--- config.mk ---
export PLATFORM = sky130hd
export DESIGN_NAME = mul_seq
export DESIGN_NICKNAME = d
export VERILOG_FILES = /design/src/rtl/mul_pkg.sv /design/src/rtl/mul_seq_dp.sv /design/src/rtl/mul_seq.sv
export SDC_FILE = /design/constraint.sdc
export NUM_CORES = 1
export LEC_CHECK = 0
export CORE_MARGIN = 2
export CORE_UTILIZATION = 54
export CTS_CLUSTER_SIZE = 24
export DETAILED_ROUTE_END_ITERATION = 10
export PLACE_DENSITY = 0.79
export REMOVE_ABC_BUFFERS = 1
export SYNTH_ARGS = -nofsm -noshare
export SYNTH_HDL_FRONTEND = slang
export SYNTH_SLANG_ARGS = --single-unit
--- constraint.sdc ---
create_clock -name clk -period 3.4 [get_ports clk]
set_input_delay 0.34 -clock clk [delete_from_list [all_inputs] [get_ports clk]]
set_output_delay 0.34 -clock clk [all_outputs]
set_load 0.1 [all_outputs]
--- src/rtl/mul_pkg.sv ---
// Shared definitions for the sequential shift-add multiplier: operand width,
// controller state encoding and the magnitude helper.
`ifndef N
`define N 8
`endif

package mul_pkg;

  localparam int WIDTH = `N;
  localparam int CNT_W = 3;

  typedef enum logic [1:0] {
    IDLE = 2'b00,
    CALC = 2'b01,
    DONE = 2'b10
  } state_t;

  // The most negative value maps to itself, which reads correctly as its unsigned magnitude.
  function automatic logic [WIDTH-1:0] abs_val(input logic [WIDTH-1:0] x, input logic sgn);
    return (sgn && x[WIDTH-1]) ? -x : x;
  endfunction

endpackage

--- src/rtl/mul_seq_dp.sv ---
// Datapath for mul_seq: magnitude registers, shift-add accumulator and the final
// sign fix-up of the product.
module mul_seq_dp #(
  parameter int WIDTH = 8
) (
  input  logic               clk,
  input  logic               rst,
  input  logic               load,
  input  logic               step,
  input  logic               finish,
  input  logic [WIDTH-1:0]   mag_a_in,
  input  logic [WIDTH-1:0]   mag_b_in,
  input  logic               neg_in,
  output logic [2*WIDTH-1:0] result
);

  logic [WIDTH-1:0]   mag_a;
  logic [WIDTH-1:0]   mplier;
  logic [WIDTH:0]     acc;
  logic               neg;
  logic [WIDTH-1:0]   addend;
  logic [WIDTH:0]     sum;
  logic [WIDTH:0]     acc_nxt;
  logic [WIDTH-1:0]   mplier_nxt;
  logic [2*WIDTH-1:0] p;

  assign addend     = mplier[0] ? mag_a : '0;
  assign sum        = acc + {1'b0, addend};
  assign acc_nxt    = sum >> 1;
  assign mplier_nxt = {sum[0], mplier[WIDTH-1:1]};

  // acc_nxt's top bit is always zero after the shift, so truncation loses nothing.
  assign p      = (2*WIDTH)'({acc_nxt, mplier_nxt});
  assign result = !finish ? '0 : (neg ? -p : p);

  always_ff @(posedge clk) begin
    if (rst) begin
      mag_a  <= '0;
      mplier <= '0;
      acc    <= '0;
      neg    <= 1'b0;
    end else if (load) begin
      mag_a  <= mag_a_in;
      mplier <= mag_b_in;
      acc    <= '0;
      neg    <= neg_in;
    end else if (step) begin
      acc    <= acc_nxt;
      mplier <= mplier_nxt;
    end
  end

endmodule

--- src/rtl/mul_seq.sv ---
// Multi-cycle shift-add multiplier: one multiplier bit per clock, operands and
// product each carried over a valid/ready handshake.
module mul_seq
  import mul_pkg::*;
#(
  parameter int WIDTH = mul_pkg::WIDTH,
  parameter int CNT_W = mul_pkg::CNT_W
) (
  input  logic             clk,
  input  logic             rst,
  input  logic             start_valid,
  output logic             start_ready,
  input  logic [WIDTH-1:0] a,
  input  logic [WIDTH-1:0] b,
  input  logic             signed_mode,
  output logic             res_valid,
  input  logic             res_ready,
  output logic [WIDTH-1:0] prod_lo,
  output logic [WIDTH-1:0] prod_hi,
  output logic             busy,
  output logic [1:0]       state_dbg
);

  // Handshakes: a transfer happens on a rising edge where valid && ready are both high;
  // the producer holds valid and data stable until that edge.
  state_t             state_q, state_d;
  logic [CNT_W-1:0]   cnt_q;
  logic               load, step, finish;
  logic [WIDTH-1:0]   mag_a, mag_b;
  logic               neg;
  logic [2*WIDTH-1:0] result;

  assign start_ready = (state_q == IDLE) && !rst;
  assign busy        = (state_q != IDLE);
  assign state_dbg   = state_q;

  assign mag_a = abs_val(a, signed_mode);
  assign mag_b = abs_val(b, signed_mode);
  assign neg   = signed_mode & (a[WIDTH-1] ^ b[WIDTH-1]);

  always_comb begin
    state_d = state_q;
    load    = 1'b0;
    step    = 1'b0;
    finish  = 1'b0;
    case (state_q)
      IDLE: begin
        if (start_valid && start_ready) begin
          load    = 1'b1;
          state_d = CALC;
        end
      end
      CALC: begin
        step = 1'b1;
        if (cnt_q == CNT_W'(WIDTH-1)) begin
          finish  = 1'b1;
          state_d = DONE;
        end
      end
      DONE: begin
        if (res_ready) state_d = IDLE;
      end
      default: state_d = IDLE;
    endcase
  end

  always_ff @(posedge clk) begin
    if (rst) begin
      state_q   <= IDLE;
      cnt_q     <= '0;
      res_valid <= 1'b0;
      prod_lo   <= '0;
      prod_hi   <= '0;
    end else begin
      state_q <= state_d;
      if (load) cnt_q <= '0;
      else if (step) cnt_q <= cnt_q + 1'b1;
      // Product registers keep their value after consumption until the next result.
      if (finish) begin
        prod_lo   <= result[WIDTH-1:0];
        prod_hi   <= result[2*WIDTH-1:WIDTH];
        res_valid <= 1'b1;
      end else if (state_q == DONE && res_ready) begin
        res_valid <= 1'b0;
      end
    end
  end

  mul_seq_dp #(.WIDTH(WIDTH)) u_dp (
    .clk      (clk),
    .rst      (rst),
    .load     (load),
    .step     (step),
    .finish   (finish),
    .mag_a_in (mag_a),
    .mag_b_in (mag_b),
    .neg_in   (neg),
    .result   (result)
  );

endmodule

==> flow_summary.ini, run 1 <==
[cts]
cts.sinks = 47
ctsResizeCount = 0
postCtsSetupBuffers = 0
cts_max_level = 2
clock_path_buffers = 2
cts_tree = yes
cts_root_buf = clkbuf_8
hold_buffers = 0
clkSlewWorstSetupHoldPaths_ns = 0.08
cts_buffers = 5
worstSkewPairLatency_ns = 0.30

[sta]
finalMaxSlewViolations = 0
fin_ws_ns = 0.690
grt_setup_unrepaired = false
layout_min_cycle_time_ns = 2.71
tightest_slew_ns = 0.973
relSlewSlack_pct = 34.9
finalSetupViolCount = 0
hold_slack_ns = 0.460
finalHoldViolations = 0
fin_skew_ns = 0.00677
fin_crit_sh_pct = 79.7
fmax_mhz = 369

[power]
p_clk_share_pct = 28.0
switching_power_w = 0.000324
combinationalPowerShare_pct = 19.0
seq_power_share_pct = 53.0
power-per-cell-area_nw_per_um2 = 340
ir_drop_mv = 0.177
intPower_w = 0.000795
sw_frac_of_total_pct = 29.0
p_leak_nw = 1.23

[setup_path]
cp-start-kind = flip-flop
crit_arrival_ns = 2.92
cp_top_family = compound AO/OA/AOI/OAI gates
r2r_cells = 11
worstSetupPathType = flip-flop to flip-flop
rr_endpoint = prod_hi[6]$_SDFFE_PP0P_
worst-path-stages = 11
rr_startpoint = u_dp.mplier[0]$_SDFFE_PP0P_
cp_max_fo = 9
critPathCaptureType = flip-flop
crit_chain = and2_1 > ha_1 > inv_1 > fa_1 > nand2b_1 > a21oi_1 > mux2i_1 > nand3_1 > o31ai_1 > xor2_1 > a211oi_1
endpoint = prod_hi[6]$_SDFFE_PP0P_
crit_path_max_incr_delay_ns = 0.43
cp.required_ns = 3.61
critical_path.startpoint = u_dp.mplier[0]$_SDFFE_PP0P_
crit_buf_inv = 1
worst-r2r-setup-slack_ns = 0.69
cp_slowest_cell = dfxtp_1

[synthesis]
synthAdderAreaFrac_pct = 6.58
synthMuxAreaShare_pct = 1.08
ys_top_cells_by_count = nand2_1, dfxtp_1, nor2_1
yosysWarningCount = 0
synth-seq-cells = 47
synth_area_sq_um = 2780
synth_compound_area_share_pct = 19.1
async_flop_share_pct = 0
yosysMostFrequentCell = nand2_1
synth-xor-area-share_pct = 8.83
synth-edff-count = 0
yosysUniqueCellTypes = 44
synthFlopType = dfxtp_1
synth_top_area_share_pct = 33.9
synth_top_cells_by_area = dfxtp_1, nand2_1, ha_1
synth_top_family_by_area = simple AND/OR/NAND/NOR gates
synth_area_leader_cell = dfxtp_1
synth_simple_gate_area_share_pct = 25.9
synthCells = 354
seq_area_frac_synth_pct = 33.9
synth_area_per_cell_sq_um = 7.84

[placement]
dp_slack_ns = 0.706
gp_congestion = 0.881
place.port_buffers = 41
dp_hpwl_um = 4440
dpl_cell_area_sq_um = 3220
dp.cells = 449

[grt]
grt_max_degree = 38
grt_pass1_wl_um = 9620
grt_pass1_vias = 2195
grt_usage_pct = 21.5
gr-total-overflow = 0
grt_antenna_before_repair = 0

[route]
antenna_left = 0
route.detailed.wl_per_inst_um = 12.8
drt_wl_total_um = 5830
vias = 2514
firstDrtPassIters = 4
drc = 0
via_per_inst = 5.53
drt_iter0_markers = 101

[cells_and_area]
syn2layout_area_growth_pct = 18.6
finalNonFillerCells = 455
stdcell_area_sq_um = 3290
antennaDiodeCount = 0
final_nets = 421
drive_above_1_share_pct = 4.42

[hold_path]
hold_class = flip-flop to flip-flop

[floorplan]
num_io_pins = 42
die_h_um = 75.7
rows = 26
dieArea_sq_um = 5730
die_w_um = 75.7
initial_core_util_pct = 55.1
core_area_sq_um = 5040

[run_status]
status = complete, no violations

[flow_run]
max_cap_violations = 0
[state kept, by name, indices dropped and copies added (netlist names)]
name,cells
res_valid,1
prod_hi,8
u_dp.mplier,8
u_dp.mag_a,8
state_dbg,2
cnt_q,3
prod_lo,8
u_dp.neg,1
u_dp.acc,8
[metrics by stage]
step | setup TNS [ns] | utilization, % | total power, W
after floorplan | -19.65 | - | 0.000741
final | 0 | 65.3 | 0.00112
after CTS | 0 | 65.3 | 0.00113
after global routing | 0 | 65.3 | 0.00117
after detailed placement | 0 | 63.8 | 0.000818
after global placement | 0 | 63.8 | 0.000813
[cells in the final DEF, fill, tap and decap left out, types with 9 or more instances in the layout]
cell / count
xnor2_1: 12
nand2_1: 49
inv_1: 12
a211oi_1: 17
o21ai_0: 10
a21oi_1: 24
and2_1: 9
nand3_1: 12
nor2_1: 42
clkdlybuf4s50_1: 40
dfxtp_1: 47
xor2_1: 16
ha_1: 13
[routing by layer]
| metal | vias up | global-route usage (%) | wire length (um) |
|---|---|---|---|
| li1 | 1306 | - | - |
| met1 | 1150 | 28.9 | 2810 |
| met2 | 52 | 36.0 | 2750 |
| met3 | 6 | 3.57 | 199 |
| met4 | 0 | 5.26 | 71 |
| met5 | - | 0 | 0 |
[logic make-up (layout without fill, tap and decap cells)]
group           count (synthesis)  after routing
compound gates                 81             81
xor+xnor                       28             28
fa+ha+maj                      14             14
buf+inv                        32             63
flops                          47             47
mux                             3              3
simple gates                  149            149
[power groups by stage]
stage	Sequential, W	Clock, W	Combinational [W]
detailed placement	0.000605	0	0.000213
global placement	0.000604	0	0.000209
CTS	0.000592	0.000320	0.000214
finish	0.000593	0.000313	0.000213
global route	0.000596	0.000342	0.000236
floorplan	0.000605	0	0.000136
[worst min-delay path, delay by kind of cell, from the launching register on]
kind	cells	cell delay, ns
AO/OA/AOI/OAI	1	0.05
AND/OR/NAND/NOR	1	0.05
flip-flops	1	0.32
[area by class of cell]
type                    instances  area [sq um]
fillers                       456          1750
well taps                      70          87.6
inverters                      12          45.0
clock inverters                 1          7.51
repair buffers                 45           438
clock buffers                   5          68.8
flip-flops and latches         47           941
multi-input cells             275          1710
[how the worst min path moves through the flow]
stage	cells after the start	from	slack, ns	to
floorplan	1	rst	0.41	prod_hi[0]$_SDFFE_PP0P_
global placement	2	u_dp.mag_a[7]$_SDFFE_PP0P_	0.44	u_dp.mag_a[7]$_SDFFE_PP0P_
detailed placement	2	u_dp.mag_a[0]$_SDFFE_PP0P_	0.45	u_dp.mag_a[0]$_SDFFE_PP0P_
CTS	2	u_dp.mag_a[0]$_SDFFE_PP0P_	0.46	u_dp.mag_a[0]$_SDFFE_PP0P_
global route	2	u_dp.mag_a[0]$_SDFFE_PP0P_	0.49	u_dp.mag_a[0]$_SDFFE_PP0P_
finish	2	u_dp.mag_a[0]$_SDFFE_PP0P_	0.46	u_dp.mag_a[0]$_SDFFE_PP0P_
Note: power is estimated with default switching activity, not from simulation.
==> run 2: changes to the inputs <==
- CORE_UTILIZATION: 54 -> 49
- PLACE_DENSITY: 0.79 -> 0.75
- clock period: 3.4 -> 2.3 ns (I/O delays scaled with it)
==> run 2 against run 1 <==
Compared with the run above:
- the run now ends with negative setup slack left
- sequential power up 48%
- total power up 57%
- clock power up 58%
- worst hold slack better by 0.0021 ns
- critical path depth unchanged
- clock skew up 0.0039 ns
- core utilization up 1.6 points
- non-clock buffer count up 26
- critical path type unchanged
- critical endpoint is now prod_hi[7]$_SDFFE_PP0P_
- largest power group unchanged
==> flow_summary.ini, run 2 (same netlist as run 1, synthesis figures left out) <==
[grt]
grt_max_degree = 38
gr-total-overflow = 0
grt_antenna_before_repair = 0
grt_pass1_vias = 2300
grt_usage_pct = 21.1
grt_pass1_wl_um = 10400

[route]
antenna_left = 0
via_per_inst = 5.53
route.detailed.wl_per_inst_um = 13.9
drt_iter0_markers = 151
vias = 2683
drt_wl_total_um = 6760
firstDrtPassIters = 4
drc = 0

[sta]
fin_skew_ns = 0.0107
finalHoldViolations = 0
finalMaxSlewViolations = 0
finalSetupViolCount = 2
fin_ws_ns = -0.0531
relSlewSlack_pct = 54.6
grt_setup_unrepaired = true
fin_tns_setup_ns = -0.0558
layout_min_cycle_time_ns = 2.35
fmax_mhz = 425
tightest_slew_ns = 0.681
fin_crit_sh_pct = 102

[cells_and_area]
syn2layout_area_growth_pct = 31.8
drive_above_1_share_pct = 23.0
antennaDiodeCount = 0
finalNonFillerCells = 485
final_nets = 447
layout_commonest_cell = buf_4
final_cell_mix = buf_4, nand2_1, dfxtp_1

[setup_path]
rr_startpoint = u_dp.mplier[0]$_SDFFE_PP0P_
r2r_cells = 11
crit_arrival_ns = 2.53
critPathCaptureType = flip-flop
rr_endpoint = prod_hi[7]$_SDFFE_PP0P_
critical_path.startpoint = u_dp.mplier[0]$_SDFFE_PP0P_
worst-r2r-setup-slack_ns = -0.05
worstSetupPathType = flip-flop to flip-flop
endpoint = prod_hi[7]$_SDFFE_PP0P_
cp_max_fo = 2
cp.required_ns = 2.48
cp-start-kind = flip-flop

[cts]
cts_tree = yes
cts_buffers = 5
cts.sinks = 47
hold_buffers = 0
clock_path_buffers = 2
worstSkewPairLatency_ns = 0.31
clkSlewWorstSetupHoldPaths_ns = 0.09
cts_max_level = 2
cts_root_buf = clkbuf_8

[floorplan]
die_h_um = 79.3
initial_core_util_pct = 50.7
die_w_um = 79.3
rows = 27
num_io_pins = 42
core_area_sq_um = 5470
dieArea_sq_um = 6280

[power]
power-per-cell-area_nw_per_um2 = 480
p_leak_nw = 1.42
ir_drop_mv = 0.230

[run_status]
status = complete, but fails checks
violations = negative setup slack

[placement]
dp.cells = 475
dp_hpwl_um = 4630
gp_congestion = 0.834
place.port_buffers = 41
dp_slack_ns = -0.217

[flow_run]
max_cap_violations = 0

[hold_path]
hold_class = flip-flop to flip-flop
==> run 2: cell types whose count changed in the layout (fill, tap and decap cells not counted), moves of 6 or more <==
cell / previous run / this run
ha_1: 13 / 6
clkdlybuf4s50_1: 40 / 20
ha_4: 0 / 6
buf_4: 5 / 50
==> run 2: how the worst min path moves through the flow <==
stage	to	slack, ns	start	cells past startpoint
2_1_floorplan	prod_hi[0]$_SDFFE_PP0P_	0.30	rst	1
3_3_place_gp	u_dp.mag_a[7]$_SDFFE_PP0P_	0.44	u_dp.mag_a[7]$_SDFFE_PP0P_	2
3_5_place_dp	prod_hi[0]$_SDFFE_PP0P_	0.45	prod_hi[0]$_SDFFE_PP0P_	2
4_1_cts	prod_hi[0]$_SDFFE_PP0P_	0.46	prod_hi[0]$_SDFFE_PP0P_	2
5_1_grt	prod_lo[0]$_SDFFE_PP0P_	0.49	prod_lo[0]$_SDFFE_PP0P_	2
6_report	u_dp.mag_a[0]$_SDFFE_PP0P_	0.46	u_dp.mag_a[0]$_SDFFE_PP0P_	2
==> run 2: worst max-delay path, stage by stage, from the launching register on <==
cell	delay (ns)
dfxtp_2	0.33
and2_4	0.14
ha_4	0.13
inv_2	0.04
fa_2	0.36
nand2b_4	0.17
a21oi_4	0.15
mux2i_2	0.26
nand3_2	0.12
nor3_2	0.20
mux2i_1	0.23
a31oi_1	0.10
==> run 2: where the power goes <==
| part | internal [W] | leakage [nW] | switching [W] |
|---|---|---|---|
| sequential | 0.000842 | 0.383 | 0.0000332 |
| clock | 0.000213 | 0.0412 | 0.000282 |
| combinational | 0.000179 | 0.996 | 0.000208 |
==> run 2: area by class of cell <==
type                    count  area, sq um
well taps                  72         90.1
clock inverters             2         12.5
clock buffers               6         72.6
flip-flops and latches     47          943
repair buffers             71          596
fillers                   469         1810
multi-input cells         275         1900
inverters                  12         45.0
==> run 2: metrics by stage <==
step / hold slack, ns / instance area (sq um) / utilization [%] / total power, W
after floorplan: 0.299 / 2690 / - / 0.00110
after global placement: 0.442 / 3360 / 61.4 / 0.00125
after detailed placement: 0.449 / 3360 / 61.4 / 0.00125
after CTS: 0.462 / 3580 / 65.4 / 0.00175
after global routing: 0.491 / 3660 / 66.9 / 0.00184
final: 0.462 / 3660 / 66.9 / 0.00176
==> run 2: metal layers <==
| layer | global-route usage [%] | part of all wire (%) | up-vias |
|---|---|---|---|
| met5 | 0 | 0 | - |
| met4 | 6.72 | 1.3 | 0 |
| met3 | 3.86 | 4.2 | 10 |
| met2 | 37.1 | 49 | 68 |
| met1 | 25.9 | 45 | 1249 |
| li1 | - | - | 1356 |
==> run 2: repair_timing <==
| item | CTS | global route |
|---|---|---|
| pin swaps | 14 | 10 |
| endpoints found under the hold margin | 0 | 0 |
| setup endpoints to repair | 4 | 5 |
| resized for setup | 24 | 14 |
| setup buffers | 2 | 0 |
